**config.mk**
```make
export PLATFORM = sky130hd
export DESIGN_NAME = round_judge
export DESIGN_NICKNAME = d
export VERILOG_FILES = /design/src/rtl/tron_pkg.sv /design/src/rtl/cycle_timer.sv /design/src/rtl/round_judge.sv
export SDC_FILE = /design/constraint.sdc
export NUM_CORES = 1
export LEC_CHECK = 0
export BUFFER_PORTS_ARGS = -buffer_cell sky130_fd_sc_hd__buf_2
export CAP_MARGIN = 20
export CORE_MARGIN = 2
export CORE_UTILIZATION = 55
export DETAILED_ROUTE_END_ITERATION = 12
export GPL_TIMING_DRIVEN = 0
export PLACE_DENSITY_LB_ADDON = 0.05
export SETUP_SLACK_MARGIN = 0.02
export SYNTH_ARGS = -nofsm -noshare
export SYNTH_HDL_FRONTEND = slang
export SYNTH_SLANG_ARGS = --single-unit
```
**constraint.sdc**
```tcl
create_clock -name clk -period 3.4 [get_ports clk]
set_input_delay 0.68 -clock clk [delete_from_list [all_inputs] [get_ports clk]]
set_output_delay 0.68 -clock clk [all_outputs]
set_load 0.05 [all_outputs]
```
**src/rtl/tron_pkg.sv**
```systemverilog
// ---------------------------------------------------------------------------
// tron_pkg
// Shared definitions for the light-cycle round judge: the judge state
// encoding, default match parameters and the round timer width.
// ---------------------------------------------------------------------------
package tron_pkg;

    localparam int WIN_TARGET_DEF  = 5;           // round wins that end a match
    localparam int RESOLVE_CYC_DEF = 2;           // simultaneous-crash window
    localparam int HOLD_CYC_DEF    = 50_000_000;  // pause between rounds
    localparam int TIMER_W         = 26;          // holds HOLD_CYC up to 2^26-1

    typedef enum logic [2:0] {
        ST_IDLE    = 3'd0,
        ST_PLAY    = 3'd1,
        ST_RESOLVE = 3'd2,
        ST_REPORT  = 3'd3,
        ST_HOLD    = 3'd4,
        ST_DONE    = 3'd5
    } state_e;

endpackage

```
**src/rtl/cycle_timer.sv**
```systemverilog
// ---------------------------------------------------------------------------
// cycle_timer
// Loadable down-counter shared by the RESOLVE window and the HOLD pause.
// Loading N gives N further enabled cycles before done rises; the counter
// stops at zero.
//   clk      : rising-edge clock
//   clear_b  : asynchronous active-low clear
//   load     : load load_val (has priority over en)
//   load_val : value to load
//   en       : count down while non-zero
//   done     : count is zero
//   last     : count is one (next enabled cycle reaches zero)
// ---------------------------------------------------------------------------
module cycle_timer #(
    parameter int W = 26
) (
    input  logic         clk,
    input  logic         clear_b,
    input  logic         load,
    input  logic [W-1:0] load_val,
    input  logic         en,
    output logic         done,
    output logic         last
);

    logic [W-1:0] cnt_q;

    always_ff @(posedge clk or negedge clear_b) begin
        if (!clear_b) begin
            cnt_q <= '0;
        end else if (load) begin
            cnt_q <= load_val;
        end else if (en && (cnt_q != '0)) begin
            cnt_q <= cnt_q - 1'b1;
        end
    end

    assign done = (cnt_q == '0);
    assign last = (cnt_q == W'(1));

endmodule

```
**src/rtl/round_judge.sv**
```systemverilog
// ---------------------------------------------------------------------------
// round_judge
// Referee for a two-player light-cycle match. Watches crash events, decides
// each round (win or draw, with a short window in which a second crash still
// counts as simultaneous), keeps per-player win counts, pauses between rounds
// and flags the end of the match. Every output is a register.
//   clk           : rising-edge clock
//   clear_b       : asynchronous active-low reset
//   start         : level, begins a match from IDLE or DONE
//   crash1/crash2 : player crashed this cycle
//   p1_won/p2_won : winner of the last round, held until next round starts
//   someone_won   : one-cycle pulse the cycle after a decided round
//   draw          : one-cycle pulse, round tied
//   round_restart : one-cycle pulse in the last pause cycle
//   playing       : round in progress
//   match_over    : a player reached WIN_TARGET
//   score_clear_b : active-low clear to external score counters
// ---------------------------------------------------------------------------
module round_judge
    import tron_pkg::*;
#(
    parameter int WIN_TARGET  = WIN_TARGET_DEF,
    parameter int RESOLVE_CYC = RESOLVE_CYC_DEF,
    parameter int HOLD_CYC    = HOLD_CYC_DEF
) (
    input  logic clk,
    input  logic clear_b,
    input  logic start,
    input  logic crash1,
    input  logic crash2,
    output logic p1_won,
    output logic p2_won,
    output logic someone_won,
    output logic draw,
    output logic round_restart,
    output logic playing,
    output logic match_over,
    output logic score_clear_b
);

    localparam logic [7:0]         WIN_T     = 8'(WIN_TARGET);
    localparam logic [TIMER_W-1:0] RES_LOAD  = TIMER_W'(RESOLVE_CYC - 1);
    localparam logic [TIMER_W-1:0] HOLD_LOAD = TIMER_W'(HOLD_CYC - 1);
    localparam logic               HOLD_ONE  = (HOLD_CYC == 1);

    state_e             state_q, state_d;
    logic               c1_q, c2_q;
    logic [7:0]         p1_cnt_q, p2_cnt_q;
    logic               tmr_load, tmr_en, tmr_done, tmr_last;
    logic [TIMER_W-1:0] tmr_val;
    logic               c1_fin, c2_fin, res_end, hold_exit;

    // Crash flags including the current cycle, used when the window closes.
    assign c1_fin    = c1_q | crash1;
    assign c2_fin    = c2_q | crash2;
    assign res_end   = (state_q == ST_RESOLVE) && tmr_done;
    assign hold_exit = (state_q == ST_HOLD) && tmr_done;

    always_comb begin
        state_d = state_q;
        case (state_q)
            ST_IDLE:    if (start) state_d = ST_PLAY;
            ST_PLAY:    if (crash1 || crash2) state_d = ST_RESOLVE;
            ST_RESOLVE: if (tmr_done) state_d = ST_REPORT;
            // Counts were already bumped on REPORT entry.
            ST_REPORT:  state_d = ((p1_cnt_q == WIN_T) || (p2_cnt_q == WIN_T))
                                  ? ST_DONE : ST_HOLD;
            ST_HOLD:    if (tmr_done) state_d = ST_PLAY;
            ST_DONE:    if (start) state_d = ST_IDLE;
            default:    state_d = ST_IDLE;
        endcase
    end

    always_comb begin
        tmr_load = 1'b0;
        tmr_val  = '0;
        if ((state_q == ST_PLAY) && (crash1 || crash2)) begin
            tmr_load = 1'b1;
            tmr_val  = RES_LOAD;
        end else if ((state_q == ST_REPORT) && (state_d == ST_HOLD)) begin
            tmr_load = 1'b1;
            tmr_val  = HOLD_LOAD;
        end
    end

    assign tmr_en = (state_q == ST_RESOLVE) || (state_q == ST_HOLD);

    cycle_timer #(
        .W (TIMER_W)
    ) u_timer (
        .clk      (clk),
        .clear_b  (clear_b),
        .load     (tmr_load),
        .load_val (tmr_val),
        .en       (tmr_en),
        .done     (tmr_done),
        .last     (tmr_last)
    );

    always_ff @(posedge clk or negedge clear_b) begin
        if (!clear_b) begin
            state_q       <= ST_IDLE;
            c1_q          <= 1'b0;
            c2_q          <= 1'b0;
            p1_cnt_q      <= '0;
            p2_cnt_q      <= '0;
            p1_won        <= 1'b0;
            p2_won        <= 1'b0;
            someone_won   <= 1'b0;
            draw          <= 1'b0;
            round_restart <= 1'b0;
            playing       <= 1'b0;
            match_over    <= 1'b0;
            score_clear_b <= 1'b0;
        end else begin
            state_q <= state_d;

            // Crash latches: captured on the first crash, accumulated
            // through the window, dropped when a new round begins.
            if ((state_q == ST_PLAY) && (state_d == ST_RESOLVE)) begin
                c1_q <= crash1;
                c2_q <= crash2;
            end else if (state_q == ST_RESOLVE) begin
                c1_q <= c1_fin;
                c2_q <= c2_fin;
            end else if (hold_exit || (state_d == ST_IDLE)) begin
                c1_q <= 1'b0;
                c2_q <= 1'b0;
            end

            // Win counts saturate at WIN_TARGET.
            if (state_d == ST_IDLE) begin
                p1_cnt_q <= '0;
                p2_cnt_q <= '0;
            end else if (res_end) begin
                if (c2_fin && !c1_fin && (p1_cnt_q < WIN_T))
                    p1_cnt_q <= p1_cnt_q + 8'd1;
                if (c1_fin && !c2_fin && (p2_cnt_q < WIN_T))
                    p2_cnt_q <= p2_cnt_q + 8'd1;
            end

            if ((state_d == ST_IDLE) || hold_exit) begin
                p1_won <= 1'b0;
                p2_won <= 1'b0;
            end else if (res_end) begin
                p1_won <= c2_fin & ~c1_fin;
                p2_won <= c1_fin & ~c2_fin;
            end

            draw          <= res_end & c1_fin & c2_fin;
            // One cycle behind the winner flag, so never on its rising edge.
            someone_won   <= (state_q == ST_REPORT) & (p1_won | p2_won);
            round_restart <= ((state_q == ST_HOLD) && tmr_last)
                          || ((state_q == ST_REPORT) && (state_d == ST_HOLD) && HOLD_ONE);
            playing       <= (state_d == ST_PLAY);
            match_over    <= (state_d == ST_DONE);
            score_clear_b <= (state_d != ST_IDLE);
        end
    end

endmodule

```
==> impl_metrics.toml <==
[critical_path]
ff2ff_path_depth = 7
crit_path_end_kind = "flop"
cp_top_family = "simple AND/OR/NAND/NOR gates"
worst-setup-path-type = "flop to flop"
cp_data_required_time_ns = 3.64
crit_chain = "or4_1 -> buf_2 -> or4_4 -> or4_1 -> clkbuf_2 -> or4_1 -> a21oi_1"
cp_num_buf_inv = 2
arrival_ns = 3.27
start_kind = "flop"
path_common_cell = "or4_1"
worstReg2RegStart = "u_timer.cnt_q[14]$_DFFE_PN0P_"
crit-reg2reg-capture = "p2_cnt_q[2]$_DFFE_PN0P_"
cp_slowest_cell = "or4_1"
reg2reg_slack_ns = 0.38
cp_max_fo = 9
cp_slowest_stage_delay_ns = 0.56

[outcome]
outcome = "complete, no violations"

[detailed_routing]
num_vias = 2391
drt-vias-per-instance = 6.053
drt_iter0_drc = 207
postRouteAntennaNets = 0
wl_per_cell_um = 16.24
drc = 0
drt-total-wl_um = 6415
drtPass1Iterations = 4

[grt]
grt_max_degree = 30
antenna_found_initial = 0
grt_pass1_wl_um = 10910
grtUsageTotal_pct = 23.21
grt_overflow = 0
first_global_vias = 2199

[sta]
fin_skew_ns = 0.007758
max_freq_mhz = 330.8
slew-limit-headroom_pct = 46.31
fin_crit_ns = 3.023
finalSetupViolCount = 0
setup_ws_ns = 0.3767
tns_ns = 0
drv_slew = 0
rsz0062_at_grt = "no"
min_period_over_period_pct = 88.92
timing.final.hold_violations = 0
worst-slew-pin-transition_ns = 0.7991

[die]
pin_count = 13
fp.dieH_um = 76.76
die_area_um2 = 5891
num_rows = 26
initial_core_util_pct = 57.01
core-area_um2 = 5107
die_w_um = 76.76

[place]
dp.cells = 387
gp_congestion = 0.8867
hpwl_um = 4658
portBuffers = 12
pre_cts_ws_ns = 0.2355

[clock_network]
cts_tree = "built"
cts.clk_slew.worst_paths_ns = 0.10
post_cts_resized = 0
clockBufferDepth = 2
h-tree-depth = 2
root_buffer = "clkbuf_8"
cts_buffers = 5
clock_latency_ns = 0.31
hold_buffers = 0
postCtsSetupBuffers = 0
clock-sinks = 55

[final_layout]
layout_commonest_cell = "dfrtp_1"
layout_common_cells = "55 x dfrtp_1, 26 x nor2_1, 18 x nand2_1, 17 x o21ai_0"
final_util_pct = 62.62
diodes = 0
area_growth_pct = 9.841
fin_nets = 337
final_cells = 395
drive_gt1_share_pct = 9.846
nFillCells = 450

[yosys]
synth_top_area_share_pct = 47.27
synth.distinct_cells = 45
ys_seq_area_share_pct = 47.27
ys_ff_latch = 55
syn-instance-count = 304
avgSynthCellArea_um2 = 9.577
yosys_warnings = 0
syn_area_um2 = 2912
synth_top_area_cell = "dfrtp_1"
synthFlopType = "dfrtp_1"
synth_fp_nets = 317
synth-edff-count = 0
synth_area_leaders = "dfrtp_1 47%, ha_1 3.4%, nor2_1 3.4%"
synth-async-reset-ratio_pct = 100.0

[run]
drv_cap = 0

[min_path]
hold_path_class = "primary input to async pin"

[power_and_ir_drop]
p_leak_nw = 1.404
p_total_w = 0.002410
irDropWorstVdd_mv = 0.4488
powerDensity_nw_per_um2 = 753.6
==> per-stage QoR <==
stage,hold slack (ns),cell area [µm²]
after CTS,0.3793,3192
after floorplan,0.3844,2912
final,0.3632,3198
after detailed placement,0.4689,3079
after global placement,0.4653,3059
after global routing,0.4192,3198
==> flip-flops by register name, indices dropped and copies added (netlist names), 3 cells and up <==
register       flops
state_q            3
p2_cnt_q           8
p1_cnt_q           8
u_timer.cnt_q     26
==> logic make-up (layout without fill, tap and decap cells) <==
| kind of cell | after synthesis | after routing | share of synthesized area (%) |
|---|---|---|---|
| adders and majority gates | 8 | 8 | 3.438 |
| xor gates and xnor gates | 14 | 14 | 4.212 |
| muxes | 6 | 6 | 2.192 |
| and+or+nand+nor | 126 | 126 | 23.51 |
| DFF | 55 | 55 | 47.27 |
| buffers and inverters | 27 | 48 | 3.566 |
| AOI/OAI and AO/OA | 68 | 68 | 15.81 |
==> layer usage <==
layer	wire length, µm	vias to the layer above	track usage, %
met1	3223	1169	35.34
li1	-	1167	-
met2	2799	44	33.25
met4	102	0	8.909
met5	0	-	0
met3	290	11	3.529
==> power breakdown <==
part           total [W]  switching [W]  internal (W)  leakage, nW
Combinational    0.00101       0.000659      0.000347        0.621
Sequential      0.000968       0.000153      0.000815        0.725
Clock           0.000436       0.000216      0.000220       0.0581
==> layout make-up <==
cell class                 instances  area (µm²)  area share (%)
multi-input combinational        222        1438           44.95
sequential                        55        1376           43.04
tap                               70       87.58           2.739
timing repair buffer              13       80.08           2.504
clock buffer                       5       68.82           2.152
buffer                            14       55.05           1.721
inverter                          13       48.80           1.526
clock inverter                     3       43.79           1.369
==> Yosys cell counts, types with 3 or more instances <==
| master | n |
|---|---|
| dfrtp_1 | 55 |
| nor2_1 | 26 |
| nand2_1 | 18 |
| o21ai_0 | 17 |
| inv_1 | 13 |
| nor4_1 | 13 |
| a21oi_1 | 12 |
| clkbuf_1 | 12 |
| nand3_1 | 11 |
| nor3_1 | 11 |
| xor2_1 | 11 |
| o211ai_1 | 9 |
| and2_1 | 8 |
| ha_1 | 8 |
| nand4_1 | 7 |
| or4_1 | 7 |
| o2111ai_1 | 6 |
| o311ai_0 | 5 |
| or3_1 | 5 |
| a21o_1 | 4 |
| nand2b_1 | 4 |
| o31ai_1 | 4 |
| and3_1 | 3 |
| mux2_2 | 3 |
| mux2i_1 | 3 |
| nand4b_1 | 3 |
| xnor2_1 | 3 |
==> worst max path at each step <==
stage / endpoint / depth (start not counted) / slack (ns) / start
after floorplan: p1_cnt_q[2]$_DFFE_PN0P_ / 7 / 0.62 / u_timer.cnt_q[14]$_DFFE_PN0P_
after global placement: p2_cnt_q[0]$_DFFE_PN0P_ / 7 / 0.21 / u_timer.cnt_q[14]$_DFFE_PN0P_
after detailed placement: p2_cnt_q[0]$_DFFE_PN0P_ / 7 / 0.24 / u_timer.cnt_q[14]$_DFFE_PN0P_
after CTS: p2_cnt_q[0]$_DFFE_PN0P_ / 7 / 0.21 / u_timer.cnt_q[14]$_DFFE_PN0P_
after global routing: p2_cnt_q[2]$_DFFE_PN0P_ / 7 / 0.26 / u_timer.cnt_q[14]$_DFFE_PN0P_
final: p2_cnt_q[2]$_DFFE_PN0P_ / 7 / 0.38 / u_timer.cnt_q[14]$_DFFE_PN0P_
Note: power is estimated with default switching activity, not from simulation.
